### src/rtl/alu_sequencer.sv
// Command sequencer for an external arithmetic unit: accepts one operation,
// issues it, waits a bounded time for the result and holds it until consumed.
module alu_sequencer #(
   parameter int unsigned inWidth  = 7,
   parameter int unsigned outWidth = 15,
   parameter int unsigned TIMEOUT  = 4
) (
   input  logic                CLK,
   input  logic                RST,
   input  logic                CMD_VALID,
   output logic                CMD_READY,
   input  logic [inWidth:0]    CMD_A,
   input  logic [inWidth:0]    CMD_B,
   input  logic [1:0]          CMD_FUN,
   output logic [inWidth:0]    A,
   output logic [inWidth:0]    B,
   output logic [1:0]          ALU_FUN,
   output logic                Arith_Enable,
   input  logic [outWidth:0]   Arith_OUT,
   input  logic                Carry_OUT,
   input  logic                Arith_Flag,
   output logic                RES_VALID,
   input  logic                RES_READY,
   output logic [outWidth:0]   RES_DATA,
   output logic                RES_CARRY,
   output logic                RES_ERR,
   output logic                BUSY,
   output logic [15:0]         OP_COUNT
);

   localparam int unsigned OPW = inWidth + 1;
   localparam int unsigned RW  = outWidth + 1;
   localparam int unsigned CNTW = 16;
   localparam int unsigned CW  = (TIMEOUT > 1) ? $clog2(TIMEOUT) : 1;

   localparam logic [1:0] FUN_ADD = 2'b00;
   localparam logic [1:0] FUN_SUB = 2'b01;
   localparam logic [1:0] FUN_DIV = 2'b11;

   typedef enum logic [1:0] {IDLE, ISSUE, WAIT, HOLD} state_t;

   state_t            state, state_n;
   logic [CW-1:0]     wait_cnt, wait_cnt_n;
   logic [OPW-1:0]    a_n, b_n;
   logic [1:0]        fun_n;
   logic              en_n, valid_n, carry_n, err_n;
   logic [RW-1:0]     data_n;
   logic [CNTW-1:0]   count_n;
   logic              carry_c;

   // Carry_OUT is deliberately ignored; carry is reconstructed from the operands.
   logic unused_carry_out;
   assign unused_carry_out = Carry_OUT;

   // Result carry derived from the latched operation.
   always_comb begin
      carry_c = 1'b0;
      case (ALU_FUN)
         FUN_ADD: carry_c = Arith_OUT[OPW];
         FUN_SUB: carry_c = (A < B);
         default: carry_c = 1'b0;
      endcase
   end

   always_comb begin
      state_n    = state;
      wait_cnt_n = wait_cnt;
      a_n        = A;
      b_n        = B;
      fun_n      = ALU_FUN;
      en_n       = 1'b0;
      valid_n    = RES_VALID;
      data_n     = RES_DATA;
      carry_n    = RES_CARRY;
      err_n      = RES_ERR;
      count_n    = OP_COUNT;
      case (state)
         IDLE: begin
            if (CMD_VALID && CMD_READY) begin
               a_n   = CMD_A;
               b_n   = CMD_B;
               fun_n = CMD_FUN;
               // Divide by zero never reaches the unit.
               if ((CMD_FUN == FUN_DIV) && (CMD_B == '0)) begin
                  state_n = HOLD;
                  valid_n = 1'b1;
                  err_n   = 1'b1;
                  data_n  = '0;
                  carry_n = 1'b0;
               end else begin
                  state_n = ISSUE;
                  en_n    = 1'b1;
               end
            end
         end
         ISSUE: begin
            state_n    = WAIT;
            wait_cnt_n = '0;
         end
         WAIT: begin
            if (Arith_Flag) begin
               state_n = HOLD;
               valid_n = 1'b1;
               data_n  = Arith_OUT;
               err_n   = 1'b0;
               carry_n = carry_c;
            end else if (wait_cnt == CW'(TIMEOUT - 1)) begin
               state_n = HOLD;
               valid_n = 1'b1;
               data_n  = '0;
               err_n   = 1'b1;
               carry_n = 1'b0;
            end else begin
               wait_cnt_n = wait_cnt + CW'(1);
            end
         end
         HOLD: begin
            if (RES_READY) begin
               state_n = IDLE;
               valid_n = 1'b0;
               count_n = OP_COUNT + CNTW'(1);
            end
         end
         default: state_n = IDLE;
      endcase
   end

   // Every output is a flop loaded from its next-state value.
   always_ff @(posedge CLK or posedge RST) begin
      if (RST) begin
         state        <= IDLE;
         wait_cnt     <= '0;
         CMD_READY    <= 1'b1;
         BUSY         <= 1'b0;
         A            <= '0;
         B            <= '0;
         ALU_FUN      <= '0;
         Arith_Enable <= 1'b0;
         RES_VALID    <= 1'b0;
         RES_DATA     <= '0;
         RES_CARRY    <= 1'b0;
         RES_ERR      <= 1'b0;
         OP_COUNT     <= '0;
      end else begin
         state        <= state_n;
         wait_cnt     <= wait_cnt_n;
         CMD_READY    <= (state_n == IDLE);
         BUSY         <= (state_n != IDLE);
         A            <= a_n;
         B            <= b_n;
         ALU_FUN      <= fun_n;
         Arith_Enable <= en_n;
         RES_VALID    <= valid_n;
         RES_DATA     <= data_n;
         RES_CARRY    <= carry_n;
         RES_ERR      <= err_n;
         OP_COUNT     <= count_n;
      end
   end

endmodule
### config.mk
export PLATFORM = sky130hd
export DESIGN_NAME = alu_sequencer
export DESIGN_NICKNAME = d
export VERILOG_FILES = /design/src/rtl/alu_sequencer.sv
export SDC_FILE = /design/constraint.sdc
export NUM_CORES = 1
export LEC_CHECK = 0
export CAP_MARGIN = 20
export CORE_ASPECT_RATIO = 0.75
export CORE_MARGIN = 10
export CORE_UTILIZATION = 25
export DETAILED_ROUTE_END_ITERATION = 10
export PLACE_DENSITY = 0.61
export SYNTH_ARGS = -nofsm -noshare
export SYNTH_HDL_FRONTEND = slang
export SYNTH_SLANG_ARGS = --single-unit
### constraint.sdc
create_clock -name CLK -period 4.2 [get_ports CLK]
set_input_delay 0.63 -clock CLK [delete_from_list [all_inputs] [get_ports CLK]]
set_output_delay 0.63 -clock CLK [all_outputs]
set_load 0.01 [all_outputs]
# Yosys cells after proc, flatten, opt, wreduce, memory -nomap -nowiden
# Index checks and enable logic that the tools add are counted.
[totals]
ff_bits = 60
inputBits = 40
output_inout_bits = 56
[op_classes]
addsub = 2
n_lt_le_gt_ge = 1
eq_ne = 12
mux = 31
reduce_logical = 15
[ops]
columns = ["op", "n"]
rows = [
  ["2-to-1 mux 16 bit", 4],
  ["case mux 16 bit (2 select lines)", 1],
  ["adder 16 x 1 -> 16 bit (second input constant)", 1],
  ["2-to-1 mux 2 bit", 7],
  ["2-to-1 mux 1 bit", 13],
  ["!= test 2 bit (second input constant)", 5],
  ["== test 2 bit (second input constant)", 4],
  ["logical NOT 8 bit", 1],
  ["less-than comparator 8 bit", 1],
  ["case mux 2 bit (4 select lines)", 1],
  ["logical NOT 2 bit", 3],
  ["case mux 1 bit (2 select lines)", 3],
  ["nonzero test 2 bit", 3],
  ["AND reduction 5 bit", 1],
  ["== test 2 x 1 -> 1 bit (second input constant)", 2],
  ["case mux 2 bit (2 select lines)", 1],
  ["AND reduction 2 bit", 2],
  ["AND reduction 4 bit", 1],
  ["!= test 3 bit (second input constant)", 1],
  ["case mux 1 bit (3 select lines)", 1],
  ["AND reduction 3 bit", 1],
  ["nonzero test 3 bit", 1],
  ["adder 2 x 1 -> 2 bit (second input constant)", 1],
  ["logical AND 1 bit", 2],
]

# Logic depth before layout (Yosys ltp)
# Gate-level depths: netlist (run 1).
[logic_depth]
ltp_word = 6
depth_mapped = 8
mapped_depth_nobuf = 6

# Least setup slack after synthesis (run 1)
# No wires, ideal clock.
[synth_path]
path_kind = "input -> register"
startpoint = "input port CMD_B[5]"
endpoint = "register RES_DATA[0]"
setup_time_ns = 0.121
arrival_ns = 1.676
required_ns = 4.079
setup_slack_ns = 2.403
path_stages = 6
path_buffers = 2
path_cell_list = "nor4b_1 > nand4_1 > o31a_1 > buf_6 > buf_6 > a22o_1"
[synth_via]
elab_chain_len = 4
[synth_lines]
columns = ["element", "line", "rtl"]
rows = [
  ["start, declared", "13", "input logic [inWidth:0] CMD_B,"],
  ["logical NOT 8 bit", "84", "if ((CMD_FUN == FUN_DIV) && (CMD_B == '0)) begin"],
  ["logical AND 1 bit", "84", ""],
  ["!= test 2 bit (no line)", "--", ""],
  ["AND reduction 4 bit (no line)", "--", ""],
  ["end signal, assigned", "154", "RES_DATA <= data_n;"],
  ["end, declared", "24", "output logic [outWidth:0] RES_DATA,"],
]
# No other way between the ends.
# A chain may end at the register's enable or synchronous reset.

# Worst setup path after layout (run 1)
[layout_path]
startpoint = "input port CMD_VALID"
endpoint = "register RES_DATA[11]"
[layout_via]
elab_chain_len = 3
[layout_lines]
columns = ["element", "line", "rtl"]
rows = [
  ["start, declared", "10", "input logic CMD_VALID,"],
  ["logical AND 1 bit", "79", "if (CMD_VALID && CMD_READY) begin"],
  ["!= test 2 bit (no line)", "--", ""],
  ["AND reduction 4 bit (no line)", "--", ""],
]
# No other way between the ends.

==> impl_metrics.toml, run 1 <==
[timing]
clock_skew_ns = 0.00262
min_period_over_period_pct = 56.5
max_slew_margin_pct = 41.4
tns_ns = 0
maxSlewViolCount = 0
rsz0062_at_grt = "no"
setup_viol = 0
fin_crit_ns = 2.37
fin_ws_ns = 1.83
tightest_slew_ns = 0.878
finalHoldViolCount = 0
clock.fmax_ghz = 0.421

[placed_design]
hpwl_um = 5380
io_buffer_count = 94
pre_cts_ws_ns = 1.49
globalplace.congestion = 0.707
place_inst = 445

[route]
routed-via-count = 2021
drc = 0
via_per_inst = 4.38
wl_per_cell_um = 15.3
drt_first_iter_violations = 106
ant_nets = 0
wirelength_um = 7050
drt_pass1_iterations = 4

[worst_setup_path]
criticalPathCategory = "in2reg"
cp_max_fo = 26
crit_path_start = "CMD_VALID"
worstReg2RegStart = "state[0]"
critPathCaptureType = "flip-flop"
cp.required_ns = 4.45
cp.arrival_ns = 2.63
startpoint_type = "input port"

[die]
core_sq_mm = 0.00985
fp.dieW_um = 137
start_util_pct = 26.1
die_h_um = 108
dieArea_sq_mm = 0.0148
rows = 31
ios = 96

[finish]
final_cells = 461
area_growth_pct = 52.2
final_common_cell = "clkdlybuf4s50_1"
final_cell_mix = "94 x clkdlybuf4s50_1, 59 x dfrtp_1, 33 x nand2_1"
antennaDiodeCount = 0
multi_input_area_sq_um = 971
drive_gt1_share_pct = 9.12
seqCellArea_sq_mm = 0.00150
nets = 373
nFillCells = 1001

[synth]
yosysTopAreaCell = "dfrtp_1"
syn_nets = 272
ys_warn_count = 0
ys_types = 37
async_reset_ff_share_pct = 100
synth_top_area_share_pct = 57.3
synth_area_leaders = "dfrtp_1 57%, a22o_1 5.4%, nand2_1 4.8%"
synthesis.area_sq_mm = 0.00257
synth_seq_cells = 60
avgSynthCellArea_sq_um = 11.5
ys_seq_area_share_pct = 58.4
synthFlopType = "dfrtp_1"
synth_cells = 223
synth_edf_count = 0

[global_route]
grt_pass1_wl_um = 11500
grt_start_max_net_pins = 32
grt_overflow = 0
met1_usage_pct = 12.8
gr-usage-all-layers_pct = 9.96
grt_pass1_vias = 2108
grt.met2_usage_pct = 13.8
met3_usage_pct = 5.60
antenna_found_initial = 0
busiest_layer = "met2"

[power]
powerDensity_mw_per_mm2 = 680
ir_worst_vdd_uv = 306
leakagePower_nw = 1.73

[outcome]
status = "completed"

[worst_hold_path]
hp-class = "reg2reg"
hold_path_startpoint = "OP_COUNT[15]"

[clock_tree]
clock-root-buffer = "clkbuf_16"
post_cts_buffers = 0
numCtsBuffers = 9
cts_resized = 0
tritoncts = "done"
cts_hold_buffers = 0
clk_latency_ns = 0.32
cts_max_path_buffers = 2
cts_sinks = 60
clkSlewWorstSetupHoldPaths_ns = 0.05
htree_levels = 3

[job]
cap_violations = 0
==> power by group <==
group          switching, mW  leakage, nW  internal (mW)
combinational          0.456        0.842          0.591
clock                  0.233        0.131          0.413
sequential             0.171        0.754          0.801
total                  0.860         1.73           1.80
==> worst max-delay path, cell delays in order <==
cell             delay, ns
clkdlybuf4s50_1       0.42
and4bb_1              0.21
buf_4                 0.22
nand4_1               0.15
o31a_1                0.74
a22o_1                0.24
==> per-stage QoR <==
| stage | util [%] | instance area [sq um] | total power [mW] | hold WS (ns) |
|---|---|---|---|---|
| floorplan | - | 2570 | 1.47 | 0.470 |
| global placement | 37.1 | 3650 | 2.03 | 0.469 |
| detailed placement | 37.1 | 3650 | 2.05 | 0.478 |
| CTS | 39.8 | 3920 | 2.72 | 0.485 |
| global route | 39.8 | 3920 | 2.87 | 0.502 |
| finish | 39.8 | 3920 | 2.66 | 0.477 |
==> flip-flops by register name, summed over array words and instances (netlist names), 2 cells and up <==
register,cells
wait_cnt,2
A,8
B,8
RES_DATA,16
state,2
ALU_FUN,2
OP_COUNT,16
==> cell type report <==
class / count / share of cell area [%]
clock buffers: 14 / 6.48
clock inverters: 2 / 0.255
inverters: 14 / 1.34
multi-input cells: 142 / 24.8
flip-flops and latches: 60 / 38.3
well taps: 132 / 4.21
repair buffers: 97 / 24.6
==> Yosys cell counts, types with 2 or more instances <==
cell type,number
nand3_1,9
nor2_1,10
nand4_1,5
a22o_1,16
nor4b_1,2
inv_1,14
dfrtp_1,59
xnor2_1,11
mux2_2,9
nor3_1,2
buf_2,3
ha_1,9
o21ai_0,12
buf_6,2
xor2_1,4
nand2_1,33
a21oi_1,3
==> cell families after synthesis <==
kind of cell | count (synthesis) | synth area share (%)
compound gates | 38 | 10.5
simple gates | 71 | 13.8
mux | 9 | 3.94
xor+xnor | 15 | 5.10
buf+inv | 21 | 3.94
fa+ha+maj | 9 | 4.37
flops | 60 | 58.4
==> metal layers <==
metal  vias to the layer above  routed length [um]  share of wire, %
met5                         -                   0                 0
met2                        60                3000                43
li1                        987                   -                 -
met1                       967                3260                46
met3                         7                 713                10
met4                         0                  73               1.0
==> final timing paths <==
path / endpoint / slack, ns / cells after the start
setup / recovery: RES_DATA[11] / 1.83 / 6
hold / removal: OP_COUNT[15] / 0.48 / 1
setup reg to reg: RES_DATA[11] / 1.99 / 5
hold reg to reg: OP_COUNT[15] / 0.48 / 1
max in group asynchronous: CMD_READY / 2.59 / 3
min in group asynchronous: A[0] / 0.72 / 2
No activity file was read; power rests on OpenSTA's default activity.
==> run 2, diff against run 1 <==
Settings changed: PLACE_DENSITY 0.61 to 0.63.
Clock period 4.2 ns to 1.99 ns, I/O delays scaled along.
==> run 2 against run 1 <==
Effect of this change: critical path type unchanged; critical path depth grew 1; critical endpoint is now RES_DATA[15]; flip-flop and latch count is the same; largest power group unchanged; worst hold slack lost 0.12 ns; total power grew 130%; global-route usage shrank 0.23 points.
==> impl_metrics.toml, run 2 (same netlist as run 1, synthesis figures left out) <==
[timing]
clock_skew_ns = 0.00342
finalHoldViolCount = 0
fin_hold_ws_ns = 0.355
rsz0062_at_grt = "no"
tightest_slew_ns = 0.463
max_slew_margin_pct = 68.9
maxSlewViolCount = 0
clock.fmax_ghz = 0.561
fin_crit_ns = 1.78
min_period_over_period_pct = 89.5
setup_viol = 0

[clock_tree]
cts_hold_buffers = 0
tritoncts = "done"
htree_levels = 3
cts_sinks = 60
clkSlewWorstSetupHoldPaths_ns = 0.05
numCtsBuffers = 9
cts_resized = 0
cts_max_path_buffers = 2
clk_latency_ns = 0.32
clock-root-buffer = "clkbuf_16"
post_cts_buffers = 0

[placed_design]
io_buffer_count = 94
globalplace.congestion = 0.782
hpwl_um = 5350
place_inst = 454

[finish]
final_cell_mix = "94 x clkdlybuf4s50_1, 59 x dfrtp_1, 33 x nand2_1"
drive_gt1_share_pct = 12.7
top_regs = "OP_COUNT x16, RES_DATA x16"
nets = 382
final_common_cell = "clkdlybuf4s50_1"
final_cells = 470
area_growth_pct = 58.1
antennaDiodeCount = 0

[power]
leakagePower_nw = 1.81
powerDensity_mw_per_mm2 = 1480
ir_worst_vdd_uv = 643

[die]
ios = 96
die_h_um = 108
fp.dieW_um = 137
rows = 31
dieArea_sq_mm = 0.0148
core_sq_mm = 0.00985
start_util_pct = 26.1

[worst_setup_path]
reg2reg_depth = 5
rrSetupSlack_ns = 0.36
r2r_end = "OP_COUNT[14]"
cp.arrival_ns = 1.98
critPathCaptureType = "flip-flop"
startpoint_type = "input port"
criticalPathCategory = "in2reg"
worstReg2RegStart = "OP_COUNT[0]"
cp_max_fo = 11
cp.required_ns = 2.19

[route]
drt_first_iter_violations = 100
ant_nets = 0
drt_pass1_iterations = 4
routed-via-count = 2058
via_per_inst = 4.38
wirelength_um = 6960
drc = 0
wl_per_cell_um = 14.8

[global_route]
grt_pass1_wl_um = 11400
grt_start_max_net_pins = 61
gr-usage-all-layers_pct = 9.73
grt_pass1_vias = 2173
grt_overflow = 0
antenna_found_initial = 0

[worst_hold_path]
hp-class = "in2async"

[job]
cap_violations = 0

[outcome]
status = "completed"
run 2: cell count changes in the layout (fill, tap and decap cells not counted), sizes merged:
cell,delta
buf,+9
bufinv,+2
clkbuf,-2
run 2: routing by layer:
| layer | vias up | share of wire, % | track usage [%] |
|---|---|---|---|
| li1 | 999 | - | - |
| met1 | 993 | 45 | 12.0 |
| met2 | 62 | 45 | 14.5 |
| met3 | 4 | 9.2 | 4.57 |
| met4 | 0 | 0.62 | 3.45 |
| met5 | - | 0 | 0 |
run 2: where the power goes:
part	leakage, nW	switching, mW	internal (mW)
clock network	0.169	0.523	1.19
logic	0.891	0.978	1.30
registers	0.754	0.344	1.69
total	1.81	1.85	4.18
run 2: per-stage QoR:
step	power, mW	TNS, ns	utilization, %	area, sq um	setup WS [ns]
floorplan	3.10	0	-	2570	0.208
global placement	4.34	-2.15	37.9	3730	-0.134
detailed placement	4.37	-1.21	37.9	3730	-0.0886
CTS	6.13	0	41.3	4070	0.238
global route	6.46	0	41.3	4070	0.120
finish	6.03	0	41.3	4070	0.208
run 2: critical path, stage by stage:
cell and delay (ns):
clkdlybuf4s50_1 0.42, nor4b_1 0.42, buf_4 0.19, nand4_1 0.12, o31a_1 0.15, buf_4 0.19, a22o_1 0.19
run 2: cell type report:
cell class | instances | area (sq um)
fillers | 993 | 5780
multi-input cells | 142 | 971
clock buffers | 12 | 267
clock inverters | 4 | 70.1
repair buffers | 106 | 1040
inverters | 14 | 52.6
well taps | 132 | 165
flip-flops and latches | 60 | 1500
run 2: worst max-delay path by stage:
stage                        start            to  slack, ns  depth (start not counted)
final                     CMD_B[5]  RES_DATA[15]       0.21                          7
after global routing      CMD_B[5]     RES_CARRY       0.12                          7
after CTS                 CMD_B[5]   RES_DATA[4]       0.24                          7
after detailed placement  CMD_B[5]   RES_DATA[4]      -0.09                          7
after global placement    CMD_B[5]   RES_DATA[2]      -0.13                          7
after floorplan                RST    ALU_FUN[0]       0.21                          1
==> run 3, diff against run 2 <==
Settings changed: GPL_TIMING_DRIVEN from default to 0.
==> run 3 against run 2 <==
Effect of this change: flip-flop and latch count stayed put; setup slack worse by 0.064 ns; die area stayed put; register-to-register slack worse by 0.22 ns; critical path type is now reg2reg; critical endpoint unchanged.
==> impl_metrics.toml, run 3 (same netlist as run 1, synthesis figures left out) <==
[outcome]
status = "completed"

[clock_tree]
cts_max_path_buffers = 2
clock-root-buffer = "clkbuf_16"
clkSlewWorstSetupHoldPaths_ns = 0.05
numCtsBuffers = 9
cts_sinks = 60
htree_levels = 3
tritoncts = "done"
post_cts_buffers = 0
cts_hold_buffers = 0
clk_latency_ns = 0.32

[worst_setup_path]
cp.required_ns = 2.19
cp_max_fo = 10
critPathTopFamily = "buffers and inverters"
cpMostUsedCell = "buf_6"
cp_slowest_cell = "dfrtp_1"
r2r_end = "RES_DATA[15]"
rrSetupSlack_ns = 0.14
crit_path_cell_trace = "buf_2 > and4bb_1 > buf_4 > nand4_1 > o31a_1 > buf_6 > buf_6 > a22o_1"
critPathCaptureType = "flip-flop"
worstPathBufferInverterCount = 4
crit_path_start = "state[0]"
crit_path_max_incr_delay_ns = 0.35
cp.arrival_ns = 2.05
startpoint_type = "flip-flop"
worstReg2RegStart = "state[0]"
cp.depth = 8
endpoint = "RES_DATA[15]"
reg2reg_depth = 8
criticalPathCategory = "reg2reg"

[global_route]
grt_overflow = 0
gr-usage-all-layers_pct = 9.95
grt_pass1_vias = 2100
grt_start_max_net_pins = 36
grt_pass1_wl_um = 11400
antenna_found_initial = 0

[finish]
final_cell_mix = "94 x clkdlybuf4s50_1, 59 x dfrtp_1, 33 x nand2_1"
drive_gt1_share_pct = 11.4
design_area_sq_mm = 0.00407
top_regs = "OP_COUNT x16, RES_DATA x16"
nets = 378
antennaDiodeCount = 0
final_common_cell = "clkdlybuf4s50_1"
final_cells = 466
area_growth_pct = 57.9

[die]
start_util_pct = 26.1
core_sq_mm = 0.00985
ios = 96
die_h_um = 108
fp.dieW_um = 137
rows = 31
dieArea_sq_mm = 0.0148

[timing]
min_period_over_period_pct = 92.7
maxSlewViolCount = 0
fin_ws_ns = 0.145
max_slew_margin_pct = 58.4
setup_viol = 0
tightest_slew_ns = 0.622
fin_hold_ws_ns = 0.360
clock.fmax_ghz = 0.542
finalHoldViolCount = 0
rsz0062_at_grt = "no"
clock_skew_ns = 0.00604
fin_crit_ns = 1.85

[placed_design]
hpwl_um = 5540
io_buffer_count = 94
pre_cts_ws_ns = -0.226
dpl_cell_area_sq_mm = 0.00370
place_inst = 450
globalplace.congestion = 0.763

[worst_hold_path]
hp-class = "in2async"

[route]
drc = 0
ant_nets = 0
drt_pass1_iterations = 4
drt_first_iter_violations = 95
wirelength_um = 7290
via_per_inst = 4.38
wl_per_cell_um = 15.6
routed-via-count = 2042

[power]
total_power_mw = 6.11
ir_worst_vdd_uv = 649
powerDensity_mw_per_mm2 = 1500
leakagePower_nw = 1.81

[job]
cap_violations = 0
-- run 3: how the worst min path moves through the flow --
stage	startpoint	end	slack (ns)	cells past startpoint
after floorplan	CMD_FUN[0]	ALU_FUN[0]	0.40	2
after global placement	OP_COUNT[15]	OP_COUNT[15]	0.46	1
after detailed placement	OP_COUNT[15]	OP_COUNT[15]	0.47	1
after CTS	RST	RES_DATA[7]	0.37	2
after global routing	RST	RES_DATA[7]	0.41	2
final	RST	RES_DATA[7]	0.36	2
-- run 3: area by class of cell --
cell class                      instances  area (sq um)
Buffer                                  7          48.8
Clock buffer                           12           256
Multi-Input combinational cell        142           983
Inverter                               14          52.6
Timing Repair Buffer                   95           961
Tap cell                              132           165
Fill cell                             955          5790
Sequential cell                        60          1500
Clock inverter                          4          95.1
-- run 3: where the power goes --
group	total (mW)	switching (mW)	leakage [nW]	internal, mW
Clock	1.80	0.516	0.173	1.29
Sequential	2.02	0.329	0.754	1.69
Combinational	2.29	1.01	0.882	1.28
Total	6.11	1.85	1.81	4.26
-- run 3: layer usage --
| layer | part of all wire [%] | global-route usage (%) | vias to the layer above |
|---|---|---|---|
| li1 | - | - | 998 |
| met1 | 45 | 12.4 | 967 |
| met2 | 44 | 14.4 | 65 |
| met3 | 9.6 | 4.94 | 12 |
| met4 | 1.6 | 3.83 | 0 |
| met5 | 0 | 0 | - |
-- run 3: what timing repair did --
item,CTS,global route
hold endpoints to repair,0,0
endpoints found under the setup margin,0,9
resized for setup,0,2
-- run 3: through the flow --
step | TNS [ns] | util, %
global route | 0 | 41.3
finish | 0 | 41.3
CTS | 0 | 41.1
floorplan | 0 | -
detailed placement | -3.13 | 37.6
global placement | -59.26 | 37.4
